### src/rtl/uart_pkg.sv
// Shared definitions for the UART transmitter and receiver.
//   state_t      : 3-bit frame state encoding (IDLE/START/DATA/PARITY/STOP)
//   PARITY_*     : parity mode codes carried on parity_type
//   norm_parity  : folds the spare code 3 onto "no parity"
package uart_pkg;

  typedef enum logic [2:0] {
    IDLE   = 3'd0,
    START  = 3'd1,
    DATA   = 3'd2,
    PARITY = 3'd3,
    STOP   = 3'd4
  } state_t;

  localparam logic [1:0] PARITY_NONE = 2'd0;
  localparam logic [1:0] PARITY_ODD  = 2'd1;
  localparam logic [1:0] PARITY_EVEN = 2'd2;

  function automatic logic [1:0] norm_parity(input logic [1:0] p);
    return (p == 2'd3) ? PARITY_NONE : p;
  endfunction

endpackage

### src/rtl/uart_tx_if.sv
// Transmit-side handshake bundle between a word source and uart_tx.
//   tx_start        : request to send tx_data (source -> uart_tx)
//   tx_data         : DATA_BITS-wide word to send (source -> uart_tx)
//   parity_type     : 0 none, 1 odd, 2 even, 3 none (source -> uart_tx)
//   serial_data_out : serial line, idle high (uart_tx -> line)
//   tx_busy         : frame in progress (uart_tx -> source)
//   tx_done         : one-cycle pulse in the last cycle of the frame (uart_tx -> source)
// Modports: master = word source, slave = uart_tx.
interface uart_tx_if #(
  parameter int DATA_BITS = 8
);
  logic                 tx_start;
  logic [DATA_BITS-1:0] tx_data;
  logic [1:0]           parity_type;
  logic                 serial_data_out;
  logic                 tx_busy;
  logic                 tx_done;

  modport master (
    output tx_start, tx_data, parity_type,
    input  serial_data_out, tx_busy, tx_done
  );

  modport slave (
    input  tx_start, tx_data, parity_type,
    output serial_data_out, tx_busy, tx_done
  );
endinterface

### src/rtl/uart_bit_timer.sv
// Bit-period counter shared by the UART transmitter and receiver.
// Counts 0..CLOCKS_PER_BIT-1 and wraps on its own at the terminal count.
//   clk         : system clock
//   rst         : synchronous active-high reset
//   clear       : hold the count at zero (used while the line is idle)
//   bit_end     : high during the last cycle of a bit period
//   bit_pre_end : high during the second-to-last cycle of a bit period, so a
//                 caller can register a flag that lines up with bit_end
// CLOCKS_PER_BIT must be at least 2.
module uart_bit_timer #(
  parameter int CLOCKS_PER_BIT  = 434,
  parameter int CLOCK_CTR_WIDTH = 32
) (
  input  logic clk,
  input  logic rst,
  input  logic clear,
  output logic bit_end,
  output logic bit_pre_end
);

  logic [CLOCK_CTR_WIDTH-1:0] r_count;

  assign bit_end     = (r_count == CLOCK_CTR_WIDTH'(CLOCKS_PER_BIT - 1));
  assign bit_pre_end = (r_count == CLOCK_CTR_WIDTH'(CLOCKS_PER_BIT - 2));

  always_ff @(posedge clk) begin
    if (rst || clear) begin
      r_count <= '0;
    end else if (bit_end) begin
      r_count <= '0;
    end else begin
      r_count <= r_count + 1'b1;
    end
  end

endmodule

### src/rtl/uart_tx.sv
// UART transmitter: serialises one word per request into
// start(0), DATA_BITS data bits LSB first, optional parity, stop bit(s)(1).
//   clk  : system clock, rising edge
//   rst  : synchronous active-high reset (aborts any frame, line high)
//   bus  : uart_tx_if.slave (tx_start, tx_data, parity_type in;
//          serial_data_out, tx_busy, tx_done out)
// Build option: UART_TX_TWO_STOP_BITS_EN defined -> two stop bits,
// otherwise one stop bit.
// CLOCKS_PER_BIT must be at least 2.
module uart_tx
  import uart_pkg::*;
#(
  parameter int CLOCKS_PER_BIT  = 434,
  parameter int DATA_BITS       = 8,
  parameter int CLOCK_CTR_WIDTH = 32
) (
  input  logic     clk,
  input  logic     rst,
  uart_tx_if.slave bus
);

  localparam int IDX_W = (DATA_BITS > 1) ? $clog2(DATA_BITS) : 1;

`ifdef UART_TX_TWO_STOP_BITS_EN
  localparam logic STOP_LAST = 1'b1;
`else
  localparam logic STOP_LAST = 1'b0;
`endif

  state_t               r_state;
  logic [DATA_BITS-1:0] r_shift;
  logic [DATA_BITS-1:0] r_word;
  logic [1:0]           r_parity;
  logic [IDX_W-1:0]     r_idx;
  logic                 r_stop_idx;
  logic                 r_line;
  logic                 r_busy;
  logic                 r_done;

  logic w_bit_end;
  logic w_bit_pre_end;
  logic w_last_stop;
  logic w_par_bit;

  // The timer is held at zero in IDLE so the first START cycle is count 0.
  uart_bit_timer #(
    .CLOCKS_PER_BIT (CLOCKS_PER_BIT),
    .CLOCK_CTR_WIDTH(CLOCK_CTR_WIDTH)
  ) u_bit_timer (
    .clk        (clk),
    .rst        (rst),
    .clear      (r_state == IDLE),
    .bit_end    (w_bit_end),
    .bit_pre_end(w_bit_pre_end)
  );

  assign w_last_stop = (r_stop_idx == STOP_LAST);
  // Parity from the captured word, since r_shift is consumed by then.
  assign w_par_bit   = (r_parity == PARITY_EVEN) ? (^r_word) : (~^r_word);

  assign bus.serial_data_out = r_line;
  assign bus.tx_busy         = r_busy;
  assign bus.tx_done         = r_done;

  always_ff @(posedge clk) begin
    if (rst) begin
      r_state    <= IDLE;
      r_shift    <= '0;
      r_word     <= '0;
      r_parity   <= PARITY_NONE;
      r_idx      <= '0;
      r_stop_idx <= 1'b0;
      r_line     <= 1'b1;
      r_busy     <= 1'b0;
      r_done     <= 1'b0;
    end else begin
      r_done <= 1'b0;
      case (r_state)
        IDLE: begin
          r_line <= 1'b1;
          r_busy <= 1'b0;
          if (bus.tx_start) begin
            r_shift  <= bus.tx_data;
            r_word   <= bus.tx_data;
            r_parity <= norm_parity(bus.parity_type);
            r_line   <= 1'b0;
            r_busy   <= 1'b1;
            r_state  <= START;
          end
        end
        START: begin
          if (w_bit_end) begin
            r_line  <= r_shift[0];
            r_shift <= r_shift >> 1;
            r_idx   <= '0;
            r_state <= DATA;
          end
        end
        DATA: begin
          if (w_bit_end) begin
            if (r_idx == IDX_W'(DATA_BITS - 1)) begin
              r_stop_idx <= 1'b0;
              if (r_parity != PARITY_NONE) begin
                r_line  <= w_par_bit;
                r_state <= PARITY;
              end else begin
                r_line  <= 1'b1;
                r_state <= STOP;
              end
            end else begin
              r_line  <= r_shift[0];
              r_shift <= r_shift >> 1;
              r_idx   <= r_idx + 1'b1;
            end
          end
        end
        PARITY: begin
          if (w_bit_end) begin
            r_line  <= 1'b1;
            r_state <= STOP;
          end
        end
        STOP: begin
          // Raised one cycle early so the registered pulse lands on the final cycle.
          if (w_bit_pre_end && w_last_stop) begin
            r_done <= 1'b1;
          end
          if (w_bit_end) begin
            if (w_last_stop) begin
              r_line  <= 1'b1;
              r_busy  <= 1'b0;
              r_state <= IDLE;
            end else begin
              r_stop_idx <= 1'b1;
            end
          end
        end
        default: begin
          r_line  <= 1'b1;
          r_busy  <= 1'b0;
          r_state <= IDLE;
        end
      endcase
    end
  end

endmodule
### src/flat_wrapper.sv
// flat-port wrapper written by rule: the top's interface ports become plain ports
module uart_tx_flat import uart_pkg::*;
#(
  parameter int CLOCKS_PER_BIT  = 434,
  parameter int DATA_BITS       = 8,
  parameter int CLOCK_CTR_WIDTH = 32
)
  (clk, rst, bus_tx_start, bus_tx_data, bus_parity_type, bus_serial_data_out, bus_tx_busy, bus_tx_done);
  uart_tx_if #(.DATA_BITS(DATA_BITS)) bus_i ();
  input  logic clk;
  input  logic rst;
  input wire logic [$bits(bus_i.tx_start)-1:0] bus_tx_start;
  input wire logic [$bits(bus_i.tx_data)-1:0] bus_tx_data;
  input wire logic [$bits(bus_i.parity_type)-1:0] bus_parity_type;
  output wire logic [$bits(bus_i.serial_data_out)-1:0] bus_serial_data_out;
  output wire logic [$bits(bus_i.tx_busy)-1:0] bus_tx_busy;
  output wire logic [$bits(bus_i.tx_done)-1:0] bus_tx_done;
  assign bus_i.tx_start = bus_tx_start;
  assign bus_i.tx_data = bus_tx_data;
  assign bus_i.parity_type = bus_parity_type;
  assign bus_serial_data_out = bus_i.serial_data_out;
  assign bus_tx_busy = bus_i.tx_busy;
  assign bus_tx_done = bus_i.tx_done;
  uart_tx #(.CLOCKS_PER_BIT(CLOCKS_PER_BIT), .DATA_BITS(DATA_BITS), .CLOCK_CTR_WIDTH(CLOCK_CTR_WIDTH)) u_core (.clk(clk), .rst(rst), .bus(bus_i));
endmodule
### config.mk
export PLATFORM = sky130hd
export DESIGN_NAME = uart_tx_flat
export DESIGN_NICKNAME = d
export VERILOG_FILES = /design/src/rtl/uart_pkg.sv /design/src/rtl/uart_tx_if.sv /design/src/rtl/uart_bit_timer.sv /design/src/rtl/uart_tx.sv /design/src/flat_wrapper.sv
export SDC_FILE = /design/constraint.sdc
export NUM_CORES = 1
export LEC_CHECK = 0
export ABC_AREA = 1
export CORE_MARGIN = 2
export CORE_UTILIZATION = 60
export CTS_CLUSTER_DIAMETER = 200
export DETAILED_ROUTE_END_ITERATION = 8
export PLACE_DENSITY = 0.78
export RECOVER_POWER = 25
export SLEW_MARGIN = 25
export SYNTH_ARGS = -nofsm -noshare
export SYNTH_HDL_FRONTEND = slang
export SYNTH_SLANG_ARGS = --single-unit
### constraint.sdc
create_clock -name clk -period 1.9 [get_ports clk]
set_input_delay 0.475 -clock clk [delete_from_list [all_inputs] [get_ports clk]]
set_output_delay 0.475 -clock clk [all_outputs]
set_load 0.02 [all_outputs]
==> results of run 1 <==
## cells in the mapped netlist, types with 2 or more instances
cell type | instances | share of area (%)
nand2_1 | 156 | 17
nor2_1 | 81 | 9.1
inv_1 | 65 | 7.3
dfxtp_1 | 59 | 35
a21oi_1 | 23 | 3.4
nor3_1 | 19 | 2.8
nand3_1 | 16 | 2.4
o21ai_0 | 14 | 2.1
xor2_1 | 14 | 3.7
inv_2 | 9 | 1.0
xnor2_1 | 9 | 2.3
nor2_2 | 8 | 1.5
nand3b_1 | 7 | 1.6
ha_1 | 5 | 1.9
nand4_1 | 5 | 0.93
nand2_2 | 3 | 0.56
buf_6 | 2 | 0.67
clkbuf_1 | 2 | 0.22
nand2_4 | 2 | 0.67
nor2_4 | 2 | 0.67
nor3_2 | 2 | 0.60
o21bai_1 | 2 | 0.45
## cells by family (layout without fill, tap and decap cells)
logic type,Yosys count,after routing,share of synthesized area [%]
simple gates,307,307,40.2
buf+inv,81,113,9.62
flops,59,59,35.2
compound gates,43,43,7.08
xor+xnor,23,23,6.00
fa+ha+maj,5,5,1.86
## flip-flops by register name, indices dropped and copies added (netlist names)
| register | flops |
|---|---|
| u_core.bus.tx_busy | 1 |
| u_core.bus.tx_done | 1 |
| u_core.r_state | 3 |
| u_core.bus.serial_data_out | 1 |
| u_core.r_idx | 3 |
| u_core.r_word | 8 |
| u_core.r_shift | 8 |
| u_core.u_bit_timer.r_count | 32 |
| u_core.r_parity | 2 |
## cell usage in the layout (no fill, tap or decap), drive strengths merged, types with 2 or more instances in the layout
cell / synthesis / layout
nand2: 161 / 161
nor2: 91 / 91
inv: 75 / 75
dfxtp: 59 / 59
a21oi: 23 / 23
nor3: 21 / 21
nand3: 18 / 18
clkdlybuf4s50: 0 / 15
xor2: 14 / 14
o21ai: 14 / 14
clkbuf: 2 / 12
xnor2: 9 / 9
nand3b: 7 / 7
buf: 4 / 7
nand4: 6 / 6
ha: 5 / 5
o21bai: 2 / 2
clkinvlp: 0 / 2
clkinv: 0 / 2
## report_power, final
| group | switching [mW] | total [mW] | internal, mW |
|---|---|---|---|
| combinational | 1.04 | 1.59 | 0.550 |
| clock | 0.492 | 1.03 | 0.540 |
| sequential | 0.140 | 1.57 | 1.43 |
## metrics by stage
stage	power, mW	utilization (%)	area (sq um)
2_1_floorplan	2.85	-	3360
3_3_place_gp	3.14	66.4	3610
3_5_place_dp	3.20	66.4	3610
4_1_cts	4.23	69.7	3790
5_1_grt	4.51	69.2	3770
6_report	4.19	69.2	3770
## area by class of cell
class / count / area [sq um]
multi-input cells: 378 / 1830
flip-flops and latches: 59 / 1180
fillers: 503 / 1670
repair buffers: 22 / 203
clock inverters: 4 / 25.0
clock buffers: 12 / 155
inverters: 75 / 284
well taps: 72 / 90.1
## metal layers
metal	vias up	share of wire (%)	track usage (%)
li1	1656	-	-
met3	15	5.4	4.66
met1	1406	50	36.1
met2	81	43	39.3
met5	-	0	0
met4	0	1.5	8.95
## path summary, 6_finish.rpt
path | startpoint | slack, ns | to
setup / recovery | u_core.bus.tx_busy$_SDFFE_PP0P_ | 0.13 | bus_tx_busy
hold / removal | u_core.r_word[1]$_SDFFE_PP0P_ | 0.46 | u_core.r_word[1]$_SDFFE_PP0P_
setup reg to reg | u_core.u_bit_timer.r_count[0]$_SDFF_PP0_ | 0.13 | u_core.u_bit_timer.r_count[11]$_SDFF_PP0_
hold reg to reg | u_core.r_word[1]$_SDFFE_PP0P_ | 0.46 | u_core.r_word[1]$_SDFFE_PP0P_
==> results_dict.tcl, run 1 <==
set metrics [dict create \
    status "completed" \
    final_nets 563 \
    initial_utilization_pct 61.7 \
    drt-pass1-iter-count 6 \
    fmax_mhz 564 \
    tns_ns 0 \
    setup_viol 0 \
    numCtsBuffers 9 \
    path_depth 1 \
    dp_slack_ns 0.111 \
    drtIter0Drc 291 \
    hpwlAfterDp_um 5640 \
    cts_hold_buf 0 \
    crit_path_start_kind "flip-flop" \
    crit_family "buffers and inverters" \
    clk_pin_slew_ns 0.06 \
    slew_violations 0 \
    core_sq_mm 0.00544 \
    endpoint_kind "output port" \
    path_cells "clkdlybuf4s50_1" \
    vias 3158 \
    dieHeight_um 78.8 \
    max_stage_delay_ns 0.62 \
    final_cells 622 \
    period_minus_slack_ns 1.77 \
    drv_cap 0 \
    syn_inst 518 \
    drc_errors 0 \
    finalClockSkew_ns 0.00911 \
    holdPathStages 2 \
    critPathRequiredTime_ns 1.42 \
    crit_path_top_delay_cell "clkdlybuf4s50_1" \
    synthDistinctLibCells 35 \
    grt_overflow 0 \
    viasPerCell 5.08 \
    r2r_cells 8 \
    syn_area_per_cell_sq_um 6.48 \
    fp.dieW_um 78.8 \
    insertion_delay_ns 0.33 \
    ir_drop_v 0.000732 \
    hold_ws_ns 0.460 \
    wirelength_um 7390 \
    synth.ff_latch_count 59 \
    rsz0062_at_grt "no" \
    antenna_found_initial 0 \
    p_per_area_mw_per_mm2 1110 \
    cts_sinks 59 \
    crit_arrival_ns 1.30 \
    ioPinCount 16 \
    cts_resized 0 \
    hold_path.class "reg2reg" \
    syn-cell-area_sq_mm 0.00336 \
    max-slew-margin-rel_pct 77.1 \
    fp-row-count 27 \
    timing.critical_path.buf_inv 1 \
    hold_viol 0 \
    grt_pass1_wl_um 12500 \
    antenna_left 0 \
    placedCellCount 606 \
    period_share_pct 93.3 \
    setup_slack_ns 0.128 \
    area_delta_synth_final_pct 12.2 \
    clock-root-buffer "clkbuf_8" \
    synth_nets 536 \
    diodes 0 \
    dieArea_sq_mm 0.00621 \
    post_cts_buffers 0 \
    critPathKind "reg2out" \
    cts_tree "done" \
    gr-usage-all-layers_pct 25.6 \
    cp_max_fo 2 \
    place.gp.congestion 0.990 \
    worstMarginPinSlew_ns 0.340 \
    grt_pass1_vias 2833 \
    grt_max_degree 19 \
    yosysWarnings 0 \
    ys.flop_type "dfxtp_1" \
    h-tree-depth 3 \
    async_reset_ff_share_pct 0 \
    synth-edff-count 0 \
    p_leak_nw 1.68 \
    drive_gt1_share_pct 9.82 \
    seq_area_frac_synth_pct 35.2 \
    routedWlPerCell_um 11.9 \
    io_buffers 15 \
    clk_path_buf_depth 2 \
]
Note: power is estimated with default switching activity, not from simulation.
==> inputs of run 2 (changes only) <==
CAP_MARGIN = 15   (was unset)
CORE_UTILIZATION = 54   (was 60)
GPL_ROUTABILITY_DRIVEN = 0   (was unset)
PLACE_DENSITY = 0.74   (was 0.78)
clock period = 1.6 ns   (was 1.9 ns; I/O delays follow)
==> results_dict.tcl, run 2 (synthesized netlist as in run 1, its figures left out) <==
set metrics [dict create \
    grt_pass1_wl_um 13800 \
    holdPathStages 1 \
    r2r_end "u_core.r_shift[5]$_SDFFE_PP0P_" \
    viasPerCell 5.15 \
    final_cells 652 \
    drv_cap 0 \
    ir_drop_v 0.00124 \
    drc_errors 0 \
    h-tree-depth 3 \
    max-slew-margin-rel_pct 71.5 \
    hold_viol 0 \
    gr-usage-all-layers_pct 24.7 \
    worstMarginPinSlew_ns 0.424 \
    finalPower_mw 5.52 \
    grt_overflow 0 \
    setup_slack_ns -0.0153 \
    largest_reg_flops 32 \
    io_buffers 15 \
    p_leak_nw 1.89 \
    drtIter0Drc 271 \
    dieArea_sq_mm 0.00686 \
    numCtsBuffers 9 \
    wirelength_um 8560 \
    slew_violations 0 \
    layout_commonest_cell "nand2_1" \
    critPathKind "reg2reg" \
    antenna_found_initial 0 \
    clk_path_buf_depth 2 \
    ioPinCount 16 \
    dieHeight_um 82.8 \
    hold_path.class "reg2reg" \
    placedCellCount 636 \
    clock-root-buffer "clkbuf_8" \
    hpwlAfterDp_um 6090 \
    critPathRequiredTime_ns 1.88 \
    status "complete, but fails checks" \
    initial_utilization_pct 56.3 \
    clk_pin_slew_ns 0.06 \
    cp-endpoint "u_core.r_shift[5]$_SDFFE_PP0P_" \
    fp.dieW_um 82.8 \
    cp_max_fo 8 \
    reg.largest.list "u_core.u_bit_timer.r_count: 32 flops, u_core.r_shift: 8 flops, u_core.r_word: 8 flops" \
    startpoint "u_core.u_bit_timer.r_count[0]$_SDFF_PP0_" \
    vias 3361 \
    diodes 0 \
    core_sq_mm 0.00596 \
    routedWlPerCell_um 13.1 \
    setup_viol 20 \
    fmax_mhz 619 \
    layout_common_cells "153 x nand2_1, 70 x nor2_1, 64 x inv_1" \
    largest-register "u_core.u_bit_timer.r_count" \
    grt_pass1_vias 3076 \
    final_nets 591 \
    crit_arrival_ns 1.89 \
    drive_gt1_share_pct 19.6 \
    area_delta_synth_final_pct 25.6 \
    p_per_area_mw_per_mm2 1310 \
    cts_tree "done" \
    cts_sinks 59 \
    insertion_delay_ns 0.34 \
    rsz0062_at_grt "yes" \
    fillers 516 \
    finalClockSkew_ns 0.00499 \
    drt-pass1-iter-count 5 \
    antenna_left 0 \
    r2r_cells 10 \
    grt_max_degree 17 \
    endpoint_kind "flip-flop" \
    r2r-start "u_core.u_bit_timer.r_count[0]$_SDFF_PP0_" \
    cts_hold_buf 0 \
    period_share_pct 101 \
    crit_path_start_kind "flip-flop" \
    fp-row-count 28 \
    violations "setup timing" \
    r2r_setup_slack_ns -0.02 \
    period_minus_slack_ns 1.62 \
]
-- run 2: how the worst min path moves through the flow --
stage,start,to
after floorplan,u_core.r_word[1]$_SDFFE_PP0P_,u_core.r_word[1]$_SDFFE_PP0P_
after global placement,u_core.u_bit_timer.r_count[0]$_SDFF_PP0_,u_core.u_bit_timer.r_count[0]$_SDFF_PP0_
after detailed placement,u_core.u_bit_timer.r_count[0]$_SDFF_PP0_,u_core.u_bit_timer.r_count[0]$_SDFF_PP0_
after CTS,u_core.u_bit_timer.r_count[0]$_SDFF_PP0_,u_core.u_bit_timer.r_count[0]$_SDFF_PP0_
after global routing,u_core.u_bit_timer.r_count[0]$_SDFF_PP0_,u_core.u_bit_timer.r_count[0]$_SDFF_PP0_
final,u_core.u_bit_timer.r_count[0]$_SDFF_PP0_,u_core.u_bit_timer.r_count[0]$_SDFF_PP0_
-- run 2: through the flow --
step	worst slack [ns]	TNS [ns]	area [sq um]	utilization, %	hold slack, ns
floorplan	0.114	0	3360	-	0.437
global placement	-0.0677	-0.492	3820	64.1	0.431
detailed placement	-0.118	-1.24	3820	64.1	0.441
CTS	0.00419	0	4060	68.2	0.430
global route	-0.117	-3.22	4210	70.8	0.453
finish	-0.0153	-0.152	4210	70.8	0.436
-- run 2: cell type report --
| class | instances | area, sq um | area share, % |
|---|---|---|---|
| Sequential cell | 59 | 1190 | 28.2 |
| Multi-Input combinational cell | 378 | 2000 | 47.4 |
| Clock inverter | 1 | 30.0 | 0.713 |
| Clock buffer | 14 | 183 | 4.33 |
| Inverter | 75 | 298 | 7.07 |
| Tap cell | 75 | 93.8 | 2.23 |
| Timing Repair Buffer | 50 | 425 | 10.1 |
-- run 2: timing repair --
item	4_1_cts	5_1_grt
pin swaps	5	13
hold endpoints to repair	0	0
buffers inserted	1	0
gates resized for setup	11	42
setup endpoints to repair	44	51
-- run 2: routing by layer --
metal	track usage (%)	wire length, um	up-vias
met5	0	0	-
met1	34.1	4050	1543
met4	10.1	181	0
met2	37.5	3940	84
met3	5.47	380	18
li1	-	-	1716
-- run 2: worst max-delay path, cell delays in order (launching register included) --
cell     delay (ns)
dfxtp_2        0.35
buf_6          0.12
ha_4           0.13
nand3_4        0.07
nor2_4         0.15
nand4_4        0.24
nand2_4        0.20
nand2_4        0.09
inv_6          0.09
nor2_1         0.04
nor2_1         0.08
-- run 2: where the power goes --
part | switching, mW | internal, mW | total [mW]
logic | 1.37 | 0.808 | 2.18
clock network | 0.573 | 0.882 | 1.45
registers | 0.179 | 1.71 | 1.88
total | 2.12 | 3.40 | 5.52
